## config.mk

```make
export PLATFORM = sky130hd
export DESIGN_NAME = fifo_param_ctrl_flat
export DESIGN_NICKNAME = d
export VERILOG_FILES = /design/src/rtl/fifo_param_ctrl_if.sv /design/src/rtl/fifo_param_ctrl.sv /design/src/flat_wrapper.sv
export SDC_FILE = /design/constraint.sdc
export NUM_CORES = 1
export LEC_CHECK = 0
export ABC_AREA = 1
export BUFFER_PORTS_ARGS = -buffer_cell sky130_fd_sc_hd__buf_2
export CAP_MARGIN = 20
export CELL_PAD_IN_SITES_DETAIL_PLACEMENT = 0
export CELL_PAD_IN_SITES_GLOBAL_PLACEMENT = 1
export CORE_MARGIN = 2
export CORE_UTILIZATION = 48
export CTS_BUF_LIST = sky130_fd_sc_hd__clkbuf_8
export DETAILED_ROUTE_END_ITERATION = 10
export PLACE_DENSITY_LB_ADDON = 0.1
export SETUP_SLACK_MARGIN = 0.2
export SYNTH_ARGS = -nofsm -noshare
export SYNTH_HDL_FRONTEND = slang
export SYNTH_SLANG_ARGS = --single-unit
```

## constraint.sdc

```tcl
create_clock -name clk -period 3.7 [get_ports clk]
set_clock_uncertainty 0.2 [all_clocks]
set_input_delay 0.555 -clock clk [delete_from_list [all_inputs] [get_ports clk]]
set_output_delay 0.555 -clock clk [all_outputs]
set_load 0.01 [all_outputs]
```

## src/rtl/fifo_param_ctrl_if.sv

```systemverilog
`default_nettype none
// ============================================================================
// fifo_param_ctrl_if : write/read handshake, thresholds and status of the FIFO
// Rev 1.0 - initial release
// ============================================================================
interface fifo_param_ctrl_if #(
  parameter int DATA_WIDTH = 6,
  parameter int ADDR_WIDTH = 2
);
  logic                  wr_enable;
  logic                  rd_enable;
  logic [DATA_WIDTH-1:0] data_in;
  logic [ADDR_WIDTH:0]   afull_thresh;
  logic [ADDR_WIDTH:0]   aempty_thresh;
  logic [DATA_WIDTH-1:0] data_out;
  logic                  data_out_valid;
  logic [ADDR_WIDTH:0]   fifo_count;
  logic                  full_fifo;
  logic                  empty_fifo;
  logic                  almost_full_fifo;
  logic                  almost_empty_fifo;
  logic                  overflow_err;
  logic                  underflow_err;

  modport master (
    output wr_enable, rd_enable, data_in, afull_thresh, aempty_thresh,
    input  data_out, data_out_valid, fifo_count, full_fifo, empty_fifo,
           almost_full_fifo, almost_empty_fifo, overflow_err, underflow_err
  );

  modport slave (
    input  wr_enable, rd_enable, data_in, afull_thresh, aempty_thresh,
    output data_out, data_out_valid, fifo_count, full_fifo, empty_fifo,
           almost_full_fifo, almost_empty_fifo, overflow_err, underflow_err
  );
endinterface
`default_nettype wire

```

## src/rtl/fifo_param_ctrl.sv

```systemverilog
`default_nettype none
// ============================================================================
// fifo_param_ctrl : synchronous FIFO with run-time thresholds, sticky errors
// Rev 1.0 - initial release
// ============================================================================
module fifo_param_ctrl #(
  parameter int DATA_WIDTH  = 6,
  parameter int ADDR_WIDTH  = 2,
  parameter int HOLD_OUTPUT = 0
) (
  input  wire              clk,
  input  wire              reset,
  fifo_param_ctrl_if.slave bus
);
  localparam int                  c_depth     = 2 ** ADDR_WIDTH;
  localparam logic [ADDR_WIDTH:0] c_depth_cnt = (ADDR_WIDTH + 1)'(c_depth);
  localparam logic [ADDR_WIDTH:0] c_cnt_one   = (ADDR_WIDTH + 1)'(1);
  localparam logic [ADDR_WIDTH-1:0] c_ptr_one = ADDR_WIDTH'(1);

  logic [DATA_WIDTH-1:0] r_mem [c_depth];
  logic [ADDR_WIDTH-1:0] r_wr_ptr;
  logic [ADDR_WIDTH-1:0] r_rd_ptr;
  logic [ADDR_WIDTH:0]   r_count;
  logic [DATA_WIDTH-1:0] r_data_out;
  logic                  r_data_valid;
  logic                  r_overflow;
  logic                  r_underflow;

  logic w_empty;
  logic w_full;
  logic w_rd_ok;
  logic w_wr_ok;

  assign w_empty = (r_count == '0);
  assign w_full  = (r_count == c_depth_cnt);
  assign w_rd_ok = bus.rd_enable & ~w_empty;
  // A write at full is only safe when a read frees the slot in the same edge
  assign w_wr_ok = bus.wr_enable & (~w_full | w_rd_ok);

  always_ff @(posedge clk) begin
    if (w_wr_ok) begin
      r_mem[r_wr_ptr] <= bus.data_in;
    end
  end

  always_ff @(posedge clk or posedge reset) begin
    if (reset) begin
      r_wr_ptr     <= '0;
      r_rd_ptr     <= '0;
      r_count      <= '0;
      r_data_out   <= '0;
      r_data_valid <= 1'b0;
      r_overflow   <= 1'b0;
      r_underflow  <= 1'b0;
    end else begin
      if (w_wr_ok) begin
        r_wr_ptr <= r_wr_ptr + c_ptr_one;
      end
      if (w_rd_ok) begin
        r_rd_ptr     <= r_rd_ptr + c_ptr_one;
        r_data_out   <= r_mem[r_rd_ptr];
        r_data_valid <= 1'b1;
      end else begin
        r_data_valid <= 1'b0;
        if (HOLD_OUTPUT == 0) begin
          r_data_out <= '0;
        end
      end
      case ({w_wr_ok, w_rd_ok})
        2'b10:   r_count <= r_count + c_cnt_one;
        2'b01:   r_count <= r_count - c_cnt_one;
        default: r_count <= r_count;
      endcase
      if (bus.wr_enable && !w_wr_ok) begin
        r_overflow <= 1'b1;
      end
      if (bus.rd_enable && !w_rd_ok) begin
        r_underflow <= 1'b1;
      end
    end
  end

  assign bus.data_out          = r_data_out;
  assign bus.data_out_valid    = r_data_valid;
  assign bus.fifo_count        = r_count;
  assign bus.full_fifo         = w_full;
  assign bus.empty_fifo        = w_empty;
  assign bus.almost_full_fifo  = (r_count >= bus.afull_thresh);
  assign bus.almost_empty_fifo = (r_count <= bus.aempty_thresh);
  assign bus.overflow_err      = r_overflow;
  assign bus.underflow_err     = r_underflow;
endmodule
`default_nettype wire
```

## src/flat_wrapper.sv

```systemverilog
// flat-port wrapper written by rule: the top's interface ports become plain ports
module fifo_param_ctrl_flat 
#(
  parameter int DATA_WIDTH  = 6,
  parameter int ADDR_WIDTH  = 2,
  parameter int HOLD_OUTPUT = 0
)
  (clk, reset, bus_wr_enable, bus_rd_enable, bus_data_in, bus_afull_thresh, bus_aempty_thresh, bus_data_out, bus_data_out_valid, bus_fifo_count, bus_full_fifo, bus_empty_fifo, bus_almost_full_fifo, bus_almost_empty_fifo, bus_overflow_err, bus_underflow_err);
  fifo_param_ctrl_if #(.DATA_WIDTH(DATA_WIDTH), .ADDR_WIDTH(ADDR_WIDTH)) bus_i ();
  input  wire clk;
  input  wire reset;
  input wire logic [$bits(bus_i.wr_enable)-1:0] bus_wr_enable;
  input wire logic [$bits(bus_i.rd_enable)-1:0] bus_rd_enable;
  input wire logic [$bits(bus_i.data_in)-1:0] bus_data_in;
  input wire logic [$bits(bus_i.afull_thresh)-1:0] bus_afull_thresh;
  input wire logic [$bits(bus_i.aempty_thresh)-1:0] bus_aempty_thresh;
  output wire logic [$bits(bus_i.data_out)-1:0] bus_data_out;
  output wire logic [$bits(bus_i.data_out_valid)-1:0] bus_data_out_valid;
  output wire logic [$bits(bus_i.fifo_count)-1:0] bus_fifo_count;
  output wire logic [$bits(bus_i.full_fifo)-1:0] bus_full_fifo;
  output wire logic [$bits(bus_i.empty_fifo)-1:0] bus_empty_fifo;
  output wire logic [$bits(bus_i.almost_full_fifo)-1:0] bus_almost_full_fifo;
  output wire logic [$bits(bus_i.almost_empty_fifo)-1:0] bus_almost_empty_fifo;
  output wire logic [$bits(bus_i.overflow_err)-1:0] bus_overflow_err;
  output wire logic [$bits(bus_i.underflow_err)-1:0] bus_underflow_err;
  assign bus_i.wr_enable = bus_wr_enable;
  assign bus_i.rd_enable = bus_rd_enable;
  assign bus_i.data_in = bus_data_in;
  assign bus_i.afull_thresh = bus_afull_thresh;
  assign bus_i.aempty_thresh = bus_aempty_thresh;
  assign bus_data_out = bus_i.data_out;
  assign bus_data_out_valid = bus_i.data_out_valid;
  assign bus_fifo_count = bus_i.fifo_count;
  assign bus_full_fifo = bus_i.full_fifo;
  assign bus_empty_fifo = bus_i.empty_fifo;
  assign bus_almost_full_fifo = bus_i.almost_full_fifo;
  assign bus_almost_empty_fifo = bus_i.almost_empty_fifo;
  assign bus_overflow_err = bus_i.overflow_err;
  assign bus_underflow_err = bus_i.underflow_err;
  fifo_param_ctrl #(.DATA_WIDTH(DATA_WIDTH), .ADDR_WIDTH(ADDR_WIDTH), .HOLD_OUTPUT(HOLD_OUTPUT)) u_core (.clk(clk), .reset(reset), .bus(bus_i));
endmodule
```

[Word-level counts from Yosys, hierarchy flattened]
Memory sizes are Yosys's and may differ from the RTL's.
Cells that the tools add are included.
Widths: inputs -> output; s select.
Word-level totals
  bits in registers: 16
  memory bits (writable): 24
  output and inout port bits: 16
  logic and storage cells: 33
  memories kept: 1
Memories
  u_core.r_mem: depth 4, bits a word 6, rd ports 1, clocked after Yosys merged registers in 0, wr ports 1, RTL line fifo_param_ctrl.sv:20  | logic [DATA_WIDTH-1:0] r_mem [c_depth];
Cells by class
  $add $sub $neg: 4
  order comparisons: 2
  equal/unequal tests: 3
  muxes and demuxes: 5
  bitwise operators: 5
  reductions and logical operators: 6
Operators by type and width (count)
  $mux 6: 1
  $pmux 3 s2: 1
  $add 2x1->2 const B: 2
  $add 3x1->3 const B: 1
  $eq 3x3->1 const B: 1
  $ge 3x3->1: 1
  $le 3x3->1: 1
  $logic_not 3->1: 1
  $mux 1: 3
  $sub 3x1->3 const B: 1
  $and 1x1->1: 2
  $eq 2x1->1 const B: 1
  $eq 2x2->1 const B: 1
  $logic_and 1x1->1: 2
  $logic_not 1->1: 2
  $not 1->1: 2
  $reduce_bool 2->1: 1
  $or 1x1->1: 1

[Depth between registers and ports, before layout]
Gate-level depths: netlist of the first run.
  depth after elaboration: 7
  depth in mapped cells: 12
  mapped depth without buffers: 12

[Worst setup path after synthesis of the first run]
No wires, ideal clock.
  kind: register -> register
  from: register u_core.r_count[1] (netlist: u_core.bus.fifo_count[1])
  to: register u_core.r_count[2] (netlist: u_core.bus.fifo_count[2])
  arrival: 1.696 ns
  required time: 3.383 ns
  setup slack: 1.686 ns
  stages on the path, launching flop included: 11
  buffers on the path: 0
  clock period less this slack: 2.014 ns
  path through: dfrtp_1 > nor2_2 > nand3_2 > nand2_2 > ha_1 > inv_1 > fa_1 > nand2_1 > nand3_1 > nand2_1 > nand2_1
On the way
  word-level cells in the longest chain between the ends: 7
  elaborated cells on any way between the ends: 13
Ends and longest elaborated chain
  start: declaration: RTL line fifo_param_ctrl.sv:23  | logic [ADDR_WIDTH:0] r_count;
  start signal: assignment: RTL line fifo_param_ctrl.sv:70  | 2'b10: r_count <= r_count + c_cnt_one;
  start signal: assignment: RTL line fifo_param_ctrl.sv:71  | 2'b01: r_count <= r_count - c_cnt_one;
  start signal: assignment: RTL line fifo_param_ctrl.sv:72  | default: r_count <= r_count;
  $logic_not 3->1: RTL line fifo_param_ctrl.sv:34  | assign w_empty = (r_count == '0);
  $not 1->1: RTL line fifo_param_ctrl.sv:36  | assign w_rd_ok = bus.rd_enable & ~w_empty;
  $and 1x1->1: RTL line fifo_param_ctrl.sv:36
  $or 1x1->1: RTL line fifo_param_ctrl.sv:38  | assign w_wr_ok = bus.wr_enable & (~w_full | w_rd_ok);
  $and 1x1->1: RTL line fifo_param_ctrl.sv:38
  $eq 2x1->1 / $eq 2x2->1 (equally long branches): RTL line fifo_param_ctrl.sv:69  | case ({w_wr_ok, w_rd_ok})
  $pmux 3 s2 / $reduce_bool 2->1 (equally long branches)
Parallel ways exist; a longest one is shown, timed or not.
A chain may end at the register's enable or synchronous reset.

[Worst setup path in the final report of the first run]
  from: register u_core.r_count[2] (netlist: u_core.bus.fifo_count[2])
  to: output bus_almost_empty_fifo
On the way
  word-level cells in the longest chain between the ends: 1
Ends and longest elaborated chain
  $le 3x3->1: RTL line fifo_param_ctrl.sv:89  | assign bus.almost_empty_fifo = (r_count <= bus.aempty_thresh);
  end: declaration: RTL line flat_wrapper.sv:23  | output wire logic [$bits(bus_i.almost_empty_fifo)-1:0] bus_almost_empty_fifo;
Every way passes these cells.

==> impl_results.md, run 1 <==
- Status: completed
- Final min period: 2270 ps
- Final hold vios: 0
- Largest net degree at the start of global routing: 17
- Syn_nets: about 220
- Pre-antenna DRT Iters: 4
- Fin crit share: 0.614
- XOR/XNOR Fraction of Synth Area: 0.00920
- Hold crit path type: in2async
- Seq/Total Area, Yosys: 0.589
- CP startpoint kind: flip-flop
- Post-synthesis adder-cell area fraction: 0.0828
- Endpoint type of the worst setup path: output port
- Multi-input logic area: 562 um^2
- Worst EP required: 2940 ps
- Chip Width: 67.0 um
- Starting Density: 0.509
- Yosys reg bits: 40
- Mapped Area: 1900 um^2
- Routed WL: 3200 um
- Gr ovfl total: 0
- Total core area: between 3000 and 4000 um^2
- Clock sinks: 40
- Unrepaired setup endpoints after global routing: false
- Lkg Pwr: between 1 and 1.5 nW
- Final weighted congestion in routability-driven placement: 0.781
- Rel. slew slack: 0.569
- Initial antenna violation count: 0
- CTS resizes: 0
- Synth Area in Simple Gates: 0.162
- Setup bufs post-CTS: 0
- HPWL after DPL: around 2300 um
- MaxCap Viol Count: 0
- Die footprint: 4490 um^2
- TNS Setup: 0 ps
- Via count: 1293
- First-pass GRT wire length: 5430 um
- Distinct cells, synth: 25
- DRC Markers: 0
- Number of global-route vias before repair: 1259
- Area fraction in compound gates after synthesis: 0.0407
- Setup violators final: 0
- Port bufs: 31
- DR iter-0 viols: 63
- H-tree depth: 2
- Achievable frequency: between 0.4 and 0.5 GHz
- Post-synthesis mux area share: 0
- Yosys Warn Count: 0
- Die height: 67.0 um
- Fin nets: between 200 and 250
- Hold_buf cts: 0
- Fillers: 323
- Worst Max-Slew Pin Slew: 646 ps
- Critical Path Max Stage Delay: 460 ps
- Maximum vdd drop: approximately 300 uV
- Final ANT Viol Nets: 0
- CP max stage cell: dfrtp_1
- Diodes inserted: 0
- CTS buffer count: 5
- Mapped Cells: ~190
- DR WL/cell: 11.9 um
- Clock Latency Late Sink: 280 ps
- Syn avg cell area: 10.2 um^2
- Crit path cell chain: ha_1, nand2_1, o21ai_0, nand2_1, buf_2
- Share of cells above drive strength 1: 0.216
- Vias per cell: about 4.8
- I/O pins: 32
- TritonCTS clock tree: yes
- Power Total: between 1.5 and 2 mW
- Row cnt: 22
- Layout area overhead: 14.7%
- Critical path class: reg2out
- Reg area: 1120 um^2
- Total global-route track usage: 0.166
- Main combinational cell family by area after synthesis: simple AND/OR/NAND/NOR gates
- CP arrival: 1510 ps
- Reg clk slew, reported paths: 70 ps
- CTS Root Cell: clkbuf_8
- PwrDens: 740 nW/um^2
- Clk buf depth: 2
- Critical-path maximum fanout: 6
- CP dominant cell by count: nand2_1
- Pins over their slew limit: 0
## kinds of logic (layout without fill, tap and decap cells)
family                     after synthesis  after routing
xor gates and xnor gates                 2              2
adders and majority gates               12             12
AOI/OAI and AO/OA                       14             14
DFF                                     40             40
buffers and inverters                   51             86
and+or+nand+nor                         68             68
## critical path: cells and delay by family (launching register included)
family | cells | cell delay (ps)
and+or+nand+nor | 2 | 120
buffers and inverters | 1 | 140
DFF | 1 | 460
adders and majority gates | 1 | 350
AOI/OAI and AO/OA | 1 | 160
## through the flow
step / worst slack (ps) / hold WS, ps / util / area [um^2] / cells
after floorplan: 1690 / 269 / - / 1900 / 187
after global placement: 1510 / 253 / 0.555 / 2080 / 262
after detailed placement: 1360 / 257 / 0.555 / 2080 / 262
after CTS: 1410 / 175 / 0.584 / 2180 / 270
after global routing: 1290 / 189 / 0.584 / 2180 / 270
final: 1430 / 149 / 0.584 / 2180 / 270
## sequential cells by signal, indices dropped and copies added, names as in the netlist
signal / count
u_core.r_mem: 24
u_core.bus.data_out: 6
u_core.r_wr_ptr: 2
u_core.bus.data_out_valid: 1
u_core.bus.fifo_count: 3
u_core.r_rd_ptr: 2
u_core.bus.underflow_err: 1
u_core.bus.overflow_err: 1
## layer usage
layer  routed length (um)  global-route usage  up-vias  share of wire
met5                    0                   0        -              0
met4                   33              0.0408        0          0.010
met3                  172              0.0574        7          0.054
met2                 1600               0.295       35           0.50
met1                 1400               0.191      597           0.44
li1                     -                   -      654              -
## final cells by class
type / instances / area share
tap: 48 / 0.0275
sequential: 40 / 0.513
multi-input combinational: 96 / 0.257
inverter: 47 / 0.0819
clock inverter: 3 / 0.0178
clock buffer: 5 / 0.0315
timing repair buffer: 31 / 0.0710
## where the power goes
group	switching, mW	internal, mW
Combinational	0.353	0.226
Sequential	0.103	0.599
Clock	0.139	0.197
## cell usage in the layout, fill, tap and decap left out, drive strengths merged, types with 2 or more instances in the layout
cell type	count
buf	31
clkbuf	5
inv	48
a21oi	8
xnor2	2
nand3	18
o21ai	3
ha	11
edfxtp	24
nand2	43
nor2	5
o21bai	2
dfrtp	16
## path summary, 6_finish.rpt
| kind | endpoint | from | slack (ps) | depth (start not counted) |
|---|---|---|---|---|
| min in group clk | u_core.bus.underflow_err | u_core.bus.underflow_err | 280 | 1 |
| min reg2reg | u_core.bus.underflow_err | u_core.bus.underflow_err | 280 | 1 |
| max in group asynchronous | u_core.bus.data_out[0] | reset | 2740 | 2 |
| max reg2reg | u_core.bus.fifo_count[2] | u_core.bus.fifo_count[1] | 1470 | 10 |
| min | u_core.bus.data_out_valid | reset | 150 | 2 |
| max | bus_almost_empty_fifo | u_core.bus.fifo_count[2] | 1430 | 5 |
## synth_stat cells
cell	count	area, um^2
nor3_1	1	5.00
o211ai_1	1	7.51
a21oi_1	8	40.0
inv_1	45	169
inv_4	1	6.26
edfxtp_1	24	721
xnor2_1	2	17.5
ha_1	11	138
o21ai_1	1	5.00
inv_2	1	3.75
buf_2	1	5.00
nor2_1	4	15.0
buf_6	2	22.5
o21bai_1	2	15.0
nand4_1	1	6.26
nor2_2	1	6.26
nand3_2	1	10.0
dfrtp_1	16	400
nand3_1	17	85.1
buf_8	1	15.0
nand2_4	1	11.3
nand2_2	5	31.3
fa_1	1	20.0
nand2_1	37	139
o21ai_0	2	10.0
Power figures use the tool's default switching activity.
==> run 2, diff against run 1 <==
--- a/config.mk
+++ b/config.mk
@@ -11,7 +11,7 @@
 export CELL_PAD_IN_SITES_DETAIL_PLACEMENT = 0
 export CELL_PAD_IN_SITES_GLOBAL_PLACEMENT = 1
 export CORE_MARGIN = 2
-export CORE_UTILIZATION = 48
+export CORE_UTILIZATION = 45
 export CTS_BUF_LIST = sky130_fd_sc_hd__clkbuf_8
 export DETAILED_ROUTE_END_ITERATION = 10
 export PLACE_DENSITY_LB_ADDON = 0.1
==> constraint.sdc (replaced) <==
create_clock -name clk -period 2.3 [get_ports clk]
set_clock_uncertainty 0.2 [all_clocks]
set_input_delay 0.345 -clock clk [delete_from_list [all_inputs] [get_ports clk]]
set_output_delay 0.345 -clock clk [all_outputs]
set_load 0.01 [all_outputs]
==> run 2 against run 1 <==
Against the previous run:
- via count up 3.4%
- critical endpoint unchanged
- register-to-register slack got worse by 1200 ps
- utilization increased by 1.4 points
- count of clock-buffer cells in the layout increased by 1
- largest cell class unchanged
- die area up 6.3%
- highest routed layer unchanged
- combinational power is 110% higher
==> impl_results.md, run 2 (synthesis gave the netlist of run 1 again) <==
- Status: completed
- DRC Markers: 0 (unchanged)
- CP startpoint kind: flip-flop
- TritonCTS clock tree: yes
- Number of global-route vias before repair: 1336 (+6.1%)
- Critical-path maximum fanout: 4 (-2)
- Fin crit share: 0.875
- Die footprint: 4770 um^2 (+6.3%)
- CP bufs+invs: 2 (+1)
- Hold crit path type: in2reg
- Port bufs: 31 (unchanged)
- MaxCap Viol Count: 0 (unchanged)
- CTS buffer count: 5 (unchanged)
- Diodes inserted: 0 (unchanged)
- Pins over their slew limit: 0 (unchanged)
- PwrDens: 1210 nW/um^2 (+64%)
- Crit path cell chain: buf_6, ha_4, nand2_2, o21ai_2, nand2_1, buf_2
- CP Depth: 6 (+1)
- Share of cells above drive strength 1: 0.318 (+0.102)
- CP Launch Point: u_core.bus.fifo_count[1]
- Row cnt: 23 (+4.5%)
- HPWL after DPL: 2710 um (+15%)
- Rel. slew slack: 0.581 (+0.0123)
- Layout area overhead: 26.4%
- Routed WL: 3780 um (+18%)
- Lkg Pwr: 1.19 nW (+6.9%)
- Via count: 1337 (+3.4%)
- Unrepaired setup endpoints after global routing: true
- Placed insts: 269 (+2.7%)
- Critical R2R Launch: u_core.bus.fifo_count[1]
- Starting Density: 0.473 (-0.0360)
- Top Family by Delay on Critical Path: flip-flops
- Worst EP required: 1750 ps (-1190 ps)
- I/O pins: 32 (unchanged)
- Commonest non-fill, non-tap cells in the layout: inv_1, nand2_1, buf_2
- Gr ovfl total: 0 (unchanged)
- Post-placement setup slack: 155 ps (-1200 ps)
- Clock Latency Late Sink: 290 ps (about the same)
- Die height: 69.1 um (+3.1%)
- Initial antenna violation count: 0 (unchanged)
- First-pass GRT wire length: 6370 um (+17%)
- Critical path class: reg2out
- R2r endpoint: u_core.bus.fifo_count[2]
- CTS Root Cell: clkbuf_8
- Setup violators final: 0 (unchanged)
- Critical Path Max Stage Delay: 420 ps (-40 ps)
- Largest net degree at the start of global routing: 17 (unchanged)
- R2R Setup Slk: 320 ps (-1150 ps)
- Slack of the critical path: 287 ps (-1140 ps)
- Final hold vios: 0 (unchanged)
- Chip Width: 69.1 um (+3.1%)
- Achievable frequency: 0.497 GHz
- H-tree depth: 2 (unchanged)
- Clk buf depth: 2 (unchanged)
- Worst Min Path Start: bus_data_in[4]
- Total global-route track usage: 0.171 (+0.00481)
- Worst hold slack: 66.2 ps (-83.1 ps)
- CP max stage cell: dfrtp_1
- Pre-antenna DRT Iters: 4 (unchanged)
- Commonest non-fill, non-tap cell in the layout: inv_1
- DR iter-0 viols: 84 (+33%)
- Maximum vdd drop: 653 uV (+120%)
- Clock sinks: 40 (unchanged)
- Total core area: 4030 um^2 (+7.6%)
- Fin nets: 263 (+5.6%)
- Worst Hold Path Cells: 1
- Final ANT Viol Nets: 0 (unchanged)
- DR WL/cell: 13.2 um (+12%)
- Reg2Reg Depth: 10 (unchanged)
- Final min period: 2010 ps
- CP arrival: 1470 ps (-40 ps)
- Fillers: 349 (+8.0%)
- Worst Max-Slew Pin Slew: 627 ps (-18.5 ps)
- Reg with most FFs: u_core.r_mem
- Max FFs per register: 24 (unchanged)
- Final weighted congestion in routability-driven placement: 0.771 (-1.3%)
- Endpoint type of the worst setup path: output port
- TNS Setup: 0 ps (unchanged)
- Reg clk slew, reported paths: 80 ps (about the same)
- CP endpoint: bus_almost_empty_fifo
- Vias per cell: 4.67 (-2.4%)
- Post-route insts no fill: 286 (+5.9%)
-- run 2: cell types whose count changed in the layout (fill, tap and decap cells not counted), sizes merged --
| cell | delta |
|---|---|
| dlygate4sd3 | +1 |
| inv | -1 |
| clkbuf | +1 |
| buf | +13 |
-- run 2: worst min-delay path by stage --
stage / end / slack (ps)
after global placement: u_core.bus.data_out[3] / 250
final: u_core.r_mem[0][4] / 70
after floorplan: u_core.bus.data_out[0] / 60
after CTS: u_core.r_mem[1][2] / 50
after detailed placement: u_core.bus.data_out[5] / 260
after global routing: u_core.r_mem[1][2] / 50
-- run 2: worst register-to-register path, cell delays in order (launching register included) --
cell and delay [ps]:
dfrtp_1 420, nor2_4 190, nand3_4 100, nand2_4 90
ha_2 170, inv_1 70, fa_2 350, nand2_2 90
nand3_1 80, nand2_1 60, nand2_1 50
-- run 2: cell type report --
cell class | count | area [um^2] | area share
flip-flops and latches | 40 | 1120 | 0.466
multi-input cells | 96 | 652 | 0.271
repair buffers | 45 | 270 | 0.112
inverters | 47 | 179 | 0.0743
clock buffers | 6 | 82.6 | 0.0343
well taps | 50 | 62.6 | 0.0260
clock inverters | 2 | 38.8 | 0.0161
-- run 2: metal layers --
metal,up-vias,part of all wire,GRT usage
li1,677,-,-
met1,631,0.44,0.209
met2,22,0.51,0.292
met3,7,0.033,0.0424
met4,0,0.015,0.0632
met5,-,0,0
-- run 2: through the flow --
stage	total power [mW]	cell area, um^2	util
after floorplan	1.83	1900	-
after global placement	2.11	2120	0.525
after detailed placement	2.14	2120	0.525
after CTS	2.78	2270	0.563
after global routing	3.16	2410	0.598
final	2.92	2410	0.598
-- run 2: where the power goes --
part / internal, mW / switching (mW)
Combinational: 0.528 / 0.664
Clock: 0.355 / 0.246
Sequential: 0.964 / 0.167
Total: 1.85 / 1.08
-- run 2: what timing repair did --
item,CTS,global route
setup buffers,2,6
hold endpoints to repair,16,0
pin swaps,2,8
resized for setup,2,18
endpoints found under the setup margin,1,4
cloned,0,0
hold buffers,1,0
==> run 3, diff against run 2 <==
--- a/config.mk
+++ b/config.mk
@@ -14,6 +14,7 @@
 export CORE_UTILIZATION = 45
 export CTS_BUF_LIST = sky130_fd_sc_hd__clkbuf_8
 export DETAILED_ROUTE_END_ITERATION = 10
+export GPL_TIMING_DRIVEN = 0
 export PLACE_DENSITY_LB_ADDON = 0.1
 export SETUP_SLACK_MARGIN = 0.2
 export SYNTH_ARGS = -nofsm -noshare
==> run 3 against run 2 <==
Against the previous run:
- via count fell by 1.3%
- non-clock buffer count decreased by 2
- cell area fell by 4.3%
- maximum frequency decreased by 1.2%
- critical path type unchanged
==> impl_results.md, run 3 (synthesis gave the netlist of run 1 again) <==
- Status: completed
- Post-placement setup slack: 104 ps (-51.2 ps)
- Commonest non-fill, non-tap cell in the layout: inv_1
- PwrDens: 1170 nW/um^2 (-3.4%)
- Reg with most FFs: u_core.r_mem
- Clock Latency Late Sink: 280 ps (about the same)
- Via count: 1320 (-1.3%)
- Die footprint: 4770 um^2 (unchanged)
- Pins over their slew limit: 0 (unchanged)
- Initial antenna violation count: 0 (unchanged)
- DR iter-0 viols: 27 (-68%)
- Clock sinks: 40 (unchanged)
- Final hold vios: 0 (unchanged)
- Final min period: 2040 ps (+24.4 ps)
- Gr ovfl total: 0 (unchanged)
- Critical path class: reg2out
- TritonCTS clock tree: yes
- Slack of the critical path: 262 ps (-24.4 ps)
- I/O pins: 32 (unchanged)
- MaxCap Viol Count: 0 (unchanged)
- Hold crit path type: in2reg
- Crit path cell chain: buf_4, ha_4, nand2_1, o211ai_1, buf_2
- Total core area: 4030 um^2 (unchanged)
- Max FFs per register: 24 (unchanged)
- Reg clk slew, reported paths: 80 ps (about the same)
- Largest net degree at the start of global routing: 17 (unchanged)
- Final ANT Viol Nets: 0 (unchanged)
- Port bufs: 31 (unchanged)
- Fin crit share: 0.886 (+0.0106)
- Clk buf depth: 2 (unchanged)
- Lkg Pwr: 1.16 nW (-2.5%)
- Worst EP required: 1750 ps (about the same)
- Setup violators final: 0 (unchanged)
- Final weighted congestion in routability-driven placement: 0.762 (-1.2%)
- DR WL/cell: 12.4 um (-6.3%)
- CTS buffer count: 5 (unchanged)
- Vias per cell: 4.65 (-0.58%)
- Total global-route track usage: 0.156 (-0.0148)
- Rel. slew slack: 0.537 (-0.0442)
- Commonest non-fill, non-tap cells in the layout: inv_1, nand2_1, buf_2
- First-pass GRT wire length: 5850 um (-8.1%)
- Critical Path Max Stage Delay: 450 ps (+30 ps)
- Top Family by Delay on Critical Path: flip-flops
- Layout area overhead: 21.0%
- Share of cells above drive strength 1: 0.269 (-0.0486)
- Maximum vdd drop: 450 uV (-31%)
- H-tree depth: 2 (unchanged)
- Fin nets: 261 (-0.76%)
- Placed insts: 268 (-0.37%)
- Row cnt: 23 (unchanged)
- Number of global-route vias before repair: 1321 (-1.1%)
- Pre-antenna DRT Iters: 4 (unchanged)
- Chip Width: 69.1 um (unchanged)
- Starting Density: 0.473 (unchanged)
- CTS Root Cell: clkbuf_8
- Die height: 69.1 um (unchanged)
- Dpl cell area: 2120 um^2 (+0.24%)
- Unrepaired setup endpoints after global routing: true
- Critical-path maximum fanout: 5 (+1)
- Achievable frequency: 0.491 GHz (-1.2%)
- Worst Max-Slew Pin Slew: 692 ps (+64.4 ps)
- CP max stage cell: dfrtp_2
- CP arrival: 1490 ps (+20 ps)
- Finished Cell Area: 2300 um^2 (-4.3%)
- HPWL after DPL: 2510 um (-7.4%)
- Endpoint type of the worst setup path: output port
- Post-route insts no fill: 284 (-0.70%)
- DRC Markers: 0 (unchanged)
- TNS Setup: 0 ps (unchanged)
- Diodes inserted: 0 (unchanged)
- CP startpoint kind: flip-flop
- Routed WL: 3520 um (-7.0%)
- CP bufs+invs: 2 (unchanged)
[run 3: cell types whose count changed in the layout (fill, tap and decap cells not counted), moves of 2 or more]
| cell | change |
|---|---|
| dfrtp_1 | -2 |
| inv_1 | +3 |
| dfrtp_2 | +2 |
| inv_2 | -2 |
| ha_4 | -3 |
| nand2_1 | +2 |
| buf_4 | -4 |
| ha_1 | +4 |
[run 3: through the flow]
step	total power, mW	hold WS (ps)	util
after floorplan	1.83	58.7	-
after global placement	2.12	255	0.527
after detailed placement	2.17	257	0.527
after CTS	2.66	50.9	0.559
after global routing	2.92	57.9	0.572
final	2.70	61.6	0.572
[run 3: timing repair]
action | in CTS | in global routing
setup endpoints to repair | 2 | 4
pin swaps | 1 | 3
resized for setup | 4 | 4
hold endpoints to repair | 16 | 0
hold buffers | 1 | 0
setup buffers | 3 | 4
[run 3: cell type report]
| class | count | area [um^2] |
|---|---|---|
| plain buffers | 4 | 42.5 |
| clock buffers | 5 | 68.8 |
| clock inverters | 3 | 16.3 |
| fillers | 371 | 1730 |
| inverters | 47 | 179 |
| multi-input cells | 96 | 592 |
| flip-flops and latches | 40 | 1120 |
| well taps | 50 | 62.6 |
| repair buffers | 39 | 218 |
[run 3: path summary, 6_finish.rpt]
| kind | to | slack, ps | start | cells past startpoint |
|---|---|---|---|---|
| max | bus_almost_full_fifo | 260 | u_core.bus.fifo_count[1] | 5 |
| min | u_core.r_mem[3][4] | 60 | bus_data_in[4] | 1 |
| max reg2reg | u_core.r_mem[1][4] | 290 | u_core.bus.fifo_count[2] | 5 |
| min reg2reg | u_core.bus.underflow_err | 270 | u_core.bus.underflow_err | 1 |
| max in group asynchronous | u_core.bus.fifo_count[2] | 980 | reset | 3 |
| min in group asynchronous | u_core.bus.data_out[5] | 480 | reset | 3 |
[run 3: power by group]
part | switching, mW | internal [mW] | total [mW]
Sequential | 0.0956 | 0.970 | 1.07
Clock | 0.237 | 0.207 | 0.445
Combinational | 0.687 | 0.505 | 1.19
Total | 1.02 | 1.68 | 2.70
[run 3: layer usage]
metal  GRT usage  routed length, um  share of wire
met3      0.0468                117          0.033
met1       0.167               1420           0.40
met2       0.286               1930           0.55
met5           0                  0              0
met4      0.0588                 49          0.014
[run 3: worst reg2reg max path, cell delays in order (launching register included)]
cell	delay, ps
dfrtp_2	450
buf_4	160
nand3_4	90
nand2_4	60
buf_4	150
nor2_1	530
